## src/rtl/spi_slave_param.sv

```systemverilog
// Parametrised SPI slave: configurable width, mode (CPOL/CPHA) and bit order,
// with valid/ready RX/TX handshakes, a one-word TX holding buffer and error pulses.
module spi_slave_param #(
  parameter int               DATA_W    = 8,
  parameter bit               CPOL      = 1'b0,
  parameter bit               CPHA      = 1'b0,
  parameter bit               MSB_FIRST = 1'b1,
  parameter logic [DATA_W-1:0] IDLE_WORD = '0
) (
  input  logic              clk,
  input  logic              rst_n,
  input  logic              sck,
  input  logic              ssel_n,
  input  logic              mosi,
  output logic              miso,
  output logic              miso_oe,
  input  logic [DATA_W-1:0] tx_data,
  input  logic              tx_valid,
  output logic              tx_ready,
  output logic [DATA_W-1:0] rx_data,
  output logic              rx_valid,
  input  logic              rx_ready,
  output logic              rx_overrun,
  output logic              tx_underrun,
  output logic              busy
);

  localparam int             CW   = $clog2(DATA_W);
  localparam logic [CW-1:0]  LAST = CW'(DATA_W - 1);

  // Handshakes: a transfer happens on any clk edge where valid && ready are both
  // high; valid holds its data stable until that edge, ready may change freely.

  logic [2:0]        sck_sr;
  logic [2:0]        ssel_sr;
  logic [1:0]        mosi_sr;
  logic [CW-1:0]     bit_cnt;
  logic [DATA_W-1:0] rx_shift;
  logic [DATA_W-1:0] rx_next;
  logic [DATA_W-1:0] tx_shift;
  logic [DATA_W-1:0] tx_buf;
  logic              buf_full;

  logic selected;
  logic ssel_fall;
  logic ssel_rise;
  logic sck_rise;
  logic sck_fall;
  logic lead_edge;
  logic trail_edge;
  logic sample_edge;
  logic shift_edge;
  logic word_done;
  logic load;
  logic capture;

  // Index 1 is the synchronised level, index 2 the delayed copy for edge detection.
  assign selected    = ~ssel_sr[1];
  assign ssel_fall   = ~ssel_sr[1] & ssel_sr[2];
  assign ssel_rise   = ssel_sr[1] & ~ssel_sr[2];
  assign sck_rise    = sck_sr[1] & ~sck_sr[2];
  assign sck_fall    = ~sck_sr[1] & sck_sr[2];
  assign lead_edge   = CPOL ? sck_fall : sck_rise;
  assign trail_edge  = CPOL ? sck_rise : sck_fall;
  assign sample_edge = selected & (CPHA ? trail_edge : lead_edge);
  assign shift_edge  = selected & (CPHA ? lead_edge : trail_edge);
  assign word_done   = sample_edge && (bit_cnt == LAST);
  assign load        = (ssel_fall && !CPHA) || (shift_edge && (bit_cnt == '0));
  assign capture     = tx_valid && !buf_full;

  assign rx_next  = MSB_FIRST ? {rx_shift[DATA_W-2:0], mosi_sr[1]}
                              : {mosi_sr[1], rx_shift[DATA_W-1:1]};
  assign busy     = selected;
  assign miso_oe  = selected;
  assign miso     = selected & (MSB_FIRST ? tx_shift[DATA_W-1] : tx_shift[0]);
  assign tx_ready = ~buf_full;

  always_ff @(posedge clk) begin
    if (!rst_n) begin
      sck_sr      <= {3{CPOL}};
      ssel_sr     <= 3'b111;
      mosi_sr     <= '0;
      bit_cnt     <= '0;
      rx_shift    <= '0;
      rx_data     <= '0;
      rx_valid    <= 1'b0;
      rx_overrun  <= 1'b0;
      tx_shift    <= '0;
      tx_buf      <= '0;
      buf_full    <= 1'b0;
      tx_underrun <= 1'b0;
    end else begin
      sck_sr      <= {sck_sr[1:0], sck};
      ssel_sr     <= {ssel_sr[1:0], ssel_n};
      mosi_sr     <= {mosi_sr[0], mosi};
      rx_overrun  <= 1'b0;
      tx_underrun <= 1'b0;

      if (ssel_rise) begin
        bit_cnt <= '0;
      end else if (sample_edge) begin
        bit_cnt  <= (bit_cnt == LAST) ? '0 : bit_cnt + CW'(1);
        rx_shift <= rx_next;
      end

      // A completing word wins over the consumer's acceptance of the old one.
      if (word_done && (!rx_valid || rx_ready)) begin
        rx_data  <= rx_next;
        rx_valid <= 1'b1;
      end else begin
        if (word_done) rx_overrun <= 1'b1;
        if (rx_ready)  rx_valid   <= 1'b0;
      end

      if (load) begin
        tx_shift <= buf_full ? tx_buf : IDLE_WORD;
        if (!buf_full) tx_underrun <= 1'b1;
      end else if (shift_edge) begin
        tx_shift <= MSB_FIRST ? (tx_shift << 1) : (tx_shift >> 1);
      end

      // A load with an empty buffer takes IDLE_WORD, so a same-cycle capture stays buffered.
      if (load)    buf_full <= 1'b0;
      if (capture) begin
        tx_buf   <= tx_data;
        buf_full <= 1'b1;
      end
    end
  end

endmodule

```

## config.mk

```make
export PLATFORM = sky130hd
export DESIGN_NAME = spi_slave_param
export DESIGN_NICKNAME = d
export VERILOG_FILES = /design/src/rtl/spi_slave_param.sv
export SDC_FILE = /design/constraint.sdc
export NUM_CORES = 1
export LEC_CHECK = 0
export ABC_CLOCK_PERIOD_IN_PS = 3000
export CORE_UTILIZATION = 50
export CTS_BUF_LIST = sky130_fd_sc_hd__clkbuf_4
export DETAILED_ROUTE_END_ITERATION = 8
export GPL_TIMING_DRIVEN = 0
export PLACE_DENSITY = 0.85
export SYNTH_ARGS = -nofsm -noshare
export SYNTH_HDL_FRONTEND = slang
export SYNTH_SLANG_ARGS = --single-unit
```

## constraint.sdc

```tcl
create_clock -name clk -period 3 [get_ports clk]
set_input_delay 0.6 -clock clk [delete_from_list [all_inputs] [get_ports clk]]
set_output_delay 0.6 -clock clk [all_outputs]
set_load 0.01 [all_outputs]
```

==> metrics list, run 1 <==
- Antenna violation net count after detailed routing: 0
- For this design the static power due to leakage is 0.000856 uW.
* Global-route wire length before repair: 5310 um
- Status: finished, final reports clean
* Overall die height: 60.6 um
- CTS Root Cell: clkbuf_4
- The number of nets in the synthesized netlist is 195.
* Endpoint kind of the worst setup timing path: output port
* Max Fclk: 0.454 GHz
- Of the total power, the share spent switching nets is 0.234.
- Row generation in the floorplan step produced 20 rows.
* Netlist area before placement: 1710 sq um
* Core area: 3150 sq um
* Unrepaired setup endpoints after global routing: false
- Tightest Pin Transition: 415 ps
- Number of library cell types mapped by synthesis: 30
- The floorplan step defined a die boundary enclosing 3670 sq um.
* Total number of yosys warnings: 0
* Clock tree from TritonCTS: done
- Of the total power, combinational logic draws 0.074.
- Relative contribution of sequential cells to total power: 0.641
* Ratio of cells with drive above 1 in the final layout: 0.0841
- The number of max-slew violations in the final report is 0.
- Mean cell area of the mapped netlist: 9.68 sq um
- Maximum capacitance violations: 0
- In this run the deepest clock path goes through 2 buffers.
* Largest incremental delay on the critical path: 460 ps
- In the synthesized netlist the async set-or-reset flop fraction comes to 0.
* Total overflow reported by the global router: 0
- The synthesized design contains 0 enable-type register cells.
* CTS H-Tree Depth: 2
- Minimum hold slack: 421 ps
- Cells taking the most area after synthesis: dfxtp_1 (54%), mux2i_1 (9.3%), nor2_1 (5.5%), nand2_1 (4.8%), a21oi_1 (3.8%)
* Violation count after the first detailed-routing iteration: 47
- After detailed routing, the number of remaining DRC violations is 0.
- The repair_antennas step left the layout with diodes totalling 0.
- Total area of sequential cells: 921 sq um
- Initial antenna violation count: 0
- Final period utilization: 0.734
- STA puts the critical path data arrival time at 1600 ps.
- Critical path's slowest cell: dfxtp_1
- For this run, the total global-route usage over all layers was measured as 0.200.
- In this run the worst hold path is classified as flop to flop.
* Switching power summed over all nets: 233 uW
* Number of sinks on the clock net: 46
- For this design the top-level I/O count stands at 30.
- The final layout contains routed wiring with a total length of 3230 um.
* Final hold violation count: 0
- Across the VDD grid, the largest voltage drop is 311 uV.
* Part of the total power dissipated in the clock network: 0.285
- In the final design database the tool counted 231 nets.
- Internal power comes to 766 uW.
* Via/cell ratio: 5.07
- Cell accounting for the most synthesized area: dfxtp_1
* Max-Slew Margin vs Limit: 0.722
- After detailed routing, the average wire length per cell comes to 12.5 um.
* Largest fanout of any net on the critical path: 7
- Entering global routing, the biggest net connects 14 pins.
- Setup total negative slack on the finished layout was measured at 0 ps.
- The number of global-route vias before repair came to 1237.
* Cell count after synthesis: 177
- For this run, the leading register cell type out of synthesis is dfxtp_1.
- For this run, the detailed router's first-pass iteration total came to 4.
- The setup path with the least slack is of type flop to output port.
- Leading cell type in the layout, fill and taps excluded: dfxtp_1
- Setup violations remaining at the end of the flow were counted as 0.
* Register bit count reported by yosys: 46
- The area growth from synthesis to layout is 23.3%.
- Post-synth top area share: 0.537
- The final route contains 1308 vias.
- Most frequent cells in the layout: dfxtp_1 (46), clkdlybuf4s50_1 (29), nor2_1 (25), nand2_1 (22), mux2i_1 (16)
- After clock tree synthesis, the setup repair step added 0 buffers.
* Post-DP HPWL: 2420 um
- Req. time, crit path: 2400 ps
* Clock Skew: 14.5 ps
- For the finished layout, the period the worst path requires is 2200 ps.
- Multi-input gate area in the final layout: 731 sq um
- Buffers placed on the I/O ports in this run total 29.
* TritonCTS buffer count: 5
- The filler cells instantiated in the layout total 264.
- Clock transition at the registers of the reported paths: 120 ps
* Gates resized, CTS repair: 0
- Cell breakdown of the critical path: inv_1, buf_4, clkdlybuf4s50_1
* Die Span X: 60.6 um
* Power density over the cells: 473 nW/um^2
* Sequential element share of the synthesized area: 0.537
* Clock network latency to the later pin of the worst-skew pair: 360 ps
* Hold bufs inserted after CTS: 0
- The congestion estimate from routability-driven global placement came to 0.808.
* Kind of start point of the critical path: flop
- The initial utilization of the core area, before any placement, comes to 0.544.
worst paths after layout:
path | slack [ps] | to | depth (start not counted) | start
hold reg to reg | 420 | ssel_sr[1] | 1 | ssel_sr[0]
hold / removal | 420 | ssel_sr[1] | 1 | ssel_sr[0]
setup reg to reg | 1350 | tx_shift[3] | 6 | bit_cnt[0]
setup / recovery | 800 | miso_oe | 3 | ssel_sr[1]
through the flow:
step,cells,power [uW],setup slack [ps],util,cell area [sq um]
4_1_cts,258,1000,771,0.670,2110
3_3_place_gp,250,724,1000,0.653,2060
3_5_place_dp,250,727,915,0.653,2060
5_1_grt,258,1040,715,0.670,2110
6_report,258,999,799,0.670,2110
2_1_floorplan,177,691,1610,-,1710
cells by family (layout without fill, tap and decap cells):
| logic type | count (synthesis) | after routing | share of synthesized area |
|---|---|---|---|
| muxes | 16 | 16 | 0.0934 |
| adders and majority gates | 3 | 3 | 0.0219 |
| buffers and inverters | 12 | 49 | 0.0365 |
| AOI/OAI and AO/OA | 34 | 34 | 0.122 |
| DFF | 46 | 46 | 0.537 |
| and+or+nand+nor | 66 | 66 | 0.189 |
flip-flops by register name (all words and copies together) (netlist names), 2 cells and up:
signal,flops
tx_buf,8
sck_sr,3
bit_cnt,3
mosi_sr,2
tx_shift,8
rx_shift,7
ssel_sr,3
rx_data,8
routing by layer:
metal / GRT usage / part of all wire
met1: 0.227 / 0.45
met3: 0.0661 / 0.041
met4: 0.0844 / 0.023
met2: 0.345 / 0.49
met5: 0 / 0
critical path, delay by kind of cell, from the launching register on:
family / cells / cell delay (ps)
DFF: 1 / 460
buffers and inverters: 3 / 790
final cells by class:
cell class	count	area share
sequential	46	0.436
multi-input combinational	119	0.346
timing repair buffer	29	0.137
tap	44	0.0261
clock buffer	6	0.0213
buffer	7	0.0207
inverter	5	0.00888
clock inverter	2	0.00414
Yosys cell counts, types with 2 or more instances:
master    number
o21a_1         2
a221oi_1       6
clkbuf_1       2
nand2_1       22
buf_2          2
o21ai_0        9
dfxtp_1       46
nor2b_1        3
nand2b_1       3
inv_1          4
ha_1           3
nor2_1        25
a21oi_1       13
and2_1         5
mux2i_1       16
buf_4          2
power groups by stage:
stage	Sequential, uW	Combinational, uW	Clock [uW]
after floorplan	650	41.2	0
after global placement	653	70.8	0
after detailed placement	654	73.5	0
after CTS	640	73.8	288
after global routing	642	81.3	313
final	640	73.6	285
Power figures use the tool's default switching activity.
==> run 2, diff against run 1 <==
==> config.mk (replaced) <==
export PLATFORM = sky130hd
export DESIGN_NAME = spi_slave_param
export DESIGN_NICKNAME = d
export VERILOG_FILES = /design/src/rtl/spi_slave_param.sv
export SDC_FILE = /design/constraint.sdc
export NUM_CORES = 1
export LEC_CHECK = 0
export ABC_CLOCK_PERIOD_IN_PS = 1800
export CORE_UTILIZATION = 48
export CTS_BUF_LIST = sky130_fd_sc_hd__clkbuf_4
export DETAILED_ROUTE_END_ITERATION = 8
export GPL_TIMING_DRIVEN = 0
export PLACE_DENSITY = 0.86
export SYNTH_ARGS = -nofsm -noshare
export SYNTH_HDL_FRONTEND = slang
export SYNTH_SLANG_ARGS = --single-unit
==> constraint.sdc (replaced) <==
create_clock -name clk -period 1.8 [get_ports clk]
set_input_delay 0.36 -clock clk [delete_from_list [all_inputs] [get_ports clk]]
set_output_delay 0.36 -clock clk [all_outputs]
set_load 0.01 [all_outputs]
==> run 2 against run 1 <==
- clock power grew to 2.6 times the previous value
- critical path depth fell by 1
- largest power group unchanged
- combinational power rose by 71%
- register-to-register slack worse by 1100 ps
- first-iteration DRC count is 34% higher
- critical endpoint is now busy
- global-route usage decreased by 1.0 points
- utilization is 2.7 points lower
- final cell count up 1.2%
- via count hardly changed
- sequential power rose by 67%
- cell area grew 3.1%
==> metrics list, run 2 (synthesis gave the netlist of run 1 again) <==
* Pleak: 0.000900 uW (+5.2%)
- The largest net degree at the start of global routing is 15 (+1).
- Ratio of cells with drive above 1 in the final layout: 0.102 (+0.0182)
- The final global-route overflow total was 0 (unchanged).
- Count of nets after finishing: 232 (+0.43%)
* Total internal power: 1540 uW (+100%)
* Largest fanout of any net on the critical path: 7 (unchanged)
- The required time at the endpoint of the critical path was 1440 ps (-960 ps).
* Top Ports: 30 (unchanged)
* Overall global routing resource usage: 0.190 (-0.0102)
- The count of hold buffers inserted by post-cts repair came to 0 (unchanged).
- The routed wire length on met3 was 87 um (-35%).
* Core area: 3390 sq um (+7.5%)
- PortBufs: 29 (unchanged)
- The number of antenna cells inserted came to 0 (unchanged).
* Largest voltage drop on the vdd net: 792 uV (+150%)
* Critical path start-end classification: flop to output port
* Part of the total power dissipated in the clock network: 0.386 (+0.101)
* CTS Root Cell: clkbuf_4
- Via/cell ratio: 5.02 (-1.1%)
- Max-Slew Margin vs Limit: 0.690 (-0.0329)
- The total number of clock tree sinks was 46 (unchanged).
- Arrival @ worst endpoint: 1370 ps (-230 ps)
* Overall die height: 61.8 um (+2.0%)
* Switching Fraction: 0.206 (-0.0273)
- Global-route wire length before repair: 5070 um (-4.4%)
- The run finished with clean final reports.
- The number of optimization iterations in the first detailed-route pass came to 4 (unchanged).
* Endpoint kind of the worst setup timing path: output port
- The routed wire length on met2 is 1450 um (-8.4%).
- The total power came to 1940 uW (+94%).
* Most frequent cells in the layout: dfxtp_1 (44), clkdlybuf4s50_1 (27), nor2_1 (25), nand2_1 (22), mux2i_1 (16)
- The power share of the sequential group was 0.549 (-0.092).
- The worst setup path is launched from a flop.
- The number of global-route vias before repair came to 1151 (-7.0%).
- The power density over the cells came to 891 nW/um^2 (+89%).
- The transition at the pin with the smallest max-transition slack came to 464 ps (+49.2 ps).
* Top sig layer: met4
- The wire length the detailed router placed on met1 came to 1550 um (+7.6%).
- The combinational share of power was 0.065 (-0.009).
* Die Span X: 61.8 um (+2.0%)
* Number of placement rows: 21 (+5.0%)
* Minimum hold slack: 411 ps (-10.2 ps)
* Final hold violation count: 0 (unchanged)
* CTS Buffer Depth: 2 (unchanged)
- The total negative slack is 0 ps (unchanged).
* Maximum capacitance violations: 0 (unchanged)
* Vias: 1309 (+0.076%)
- The final antenna-violating net count is 0 (unchanged).
* Switching power summed over all nets: 401 uW (+72%)
- Based on the critical path, the design can be clocked at up to 0.578 GHz.
- Total wire length: 3160 um (-2.2%)
* TritonCTS buffer count: 5 (unchanged)
* Full die area: 3810 sq um (+4.0%)
* Critical path's slowest cell: clkdlybuf4s50_1
- Counting I/O delays and the setup requirement, the final critical path takes 1730 ps.
- Count of final setup violators: 0 (unchanged)
* Leading cell type in the layout, fill and taps excluded: dfxtp_1
- Worst hold path class: flop to flop
- Final number of max-transition violations: 0 (unchanged)
- The peak per-stage delay on the critical path was 540 ps (+80 ps).
- The number of remaining DRC errors came to 0 (unchanged).
- Clock Skew: 12.1 ps (-2.42 ps)
- Setup repair after global routing left no endpoint under its margin.
- Area delta synth->final: 27.2%
- The clock-pin slew of the registers on the worst-case setup and hold paths was 130 ps (about the same).
* Initial antenna violation count: 0 (unchanged)
* Violation count after the first detailed-routing iteration: 63 (+34%)
- The total half-perimeter wirelength after legalization and detailed placement is 2130 um (-12%).
- Registers with the highest flip-flop counts: rx_data: 8 flops, tx_buf: 8 flops, tx_shift: 8 flops
- The number of levels in the clock H-tree came to 2 (unchanged).
- Dividing the final minimum period by the clock period gives 0.961.
- GPL Wtd Cong: 0.768 (-4.9%)
* Cell breakdown of the critical path: inv_4, clkdlybuf4s50_1
- Fill cells: 284 (+7.6%)
- Initial standard-cell utilization of the core: 0.506 (-0.0379)
- Clock network latency to the later pin of the worst-skew pair: 360 ps (about the same)
- Average detailed-routed wire length per instance: 12.1 um (-3.3%)
- Clock tree from TritonCTS: done
[run 2: per-layer routing]
metal,track usage,up-vias
li1,-,676
met1,0.233,596
met2,0.304,29
met3,0.0435,8
met4,0.114,0
met5,0,-
[run 2: worst paths after layout]
kind	from	endpoint	slack [ps]	depth (start not counted)
setup reg to reg	bit_cnt[0]	tx_shift[6]	220	6
hold reg to reg	ssel_sr[0]	ssel_sr[1]	410	1
hold / removal	ssel_sr[0]	ssel_sr[1]	410	1
setup / recovery	ssel_sr[1]	busy	70	2
[run 2: worst max-delay path, delay by kind of cell (launching register included)]
family | cells | cell delay, ps
buffers and inverters | 2 | 630
DFF | 1 | 380
[run 2: final cells by class]
type	instances	area (sq um)	share of cell area
flip-flops and latches	46	926	0.425
multi-input cells	119	731	0.335
repair buffers	30	299	0.137
clock inverters	3	63.8	0.0293
well taps	46	57.6	0.0264
plain buffers	7	43.8	0.0201
clock buffers	5	37.5	0.0172
inverters	5	21.3	0.00976
[run 2: timing repair]
item                                    in CTS  in global routing
endpoints found under the setup margin       3                  2
buffers inserted                             1                  0
pin swaps                                    0                  0
resized for setup                            5                  2
[run 2: per-stage QoR]
| stage | cells | cell area [sq um] | utilization | setup slack (ps) |
|---|---|---|---|---|
| floorplan | 177 | 1710 | - | 414 |
| global placement | 252 | 2060 | 0.608 | 17.2 |
| detailed placement | 252 | 2060 | 0.608 | -44.6 |
| CTS | 261 | 2180 | 0.642 | 16.2 |
| global route | 261 | 2180 | 0.643 | 22.5 |
| finish | 261 | 2180 | 0.643 | 70.3 |
[run 2: power by group through the flow]
| stage | Clock [uW] | Combinational (uW) | Sequential [uW] |
|---|---|---|---|
| 2_1_floorplan | 0 | 68.6 | 1080 |
| 3_3_place_gp | 0 | 120 | 1090 |
| 3_5_place_dp | 0 | 123 | 1090 |
| 4_1_cts | 762 | 126 | 1060 |
| 5_1_grt | 805 | 141 | 1070 |
| 6_report | 751 | 126 | 1070 |
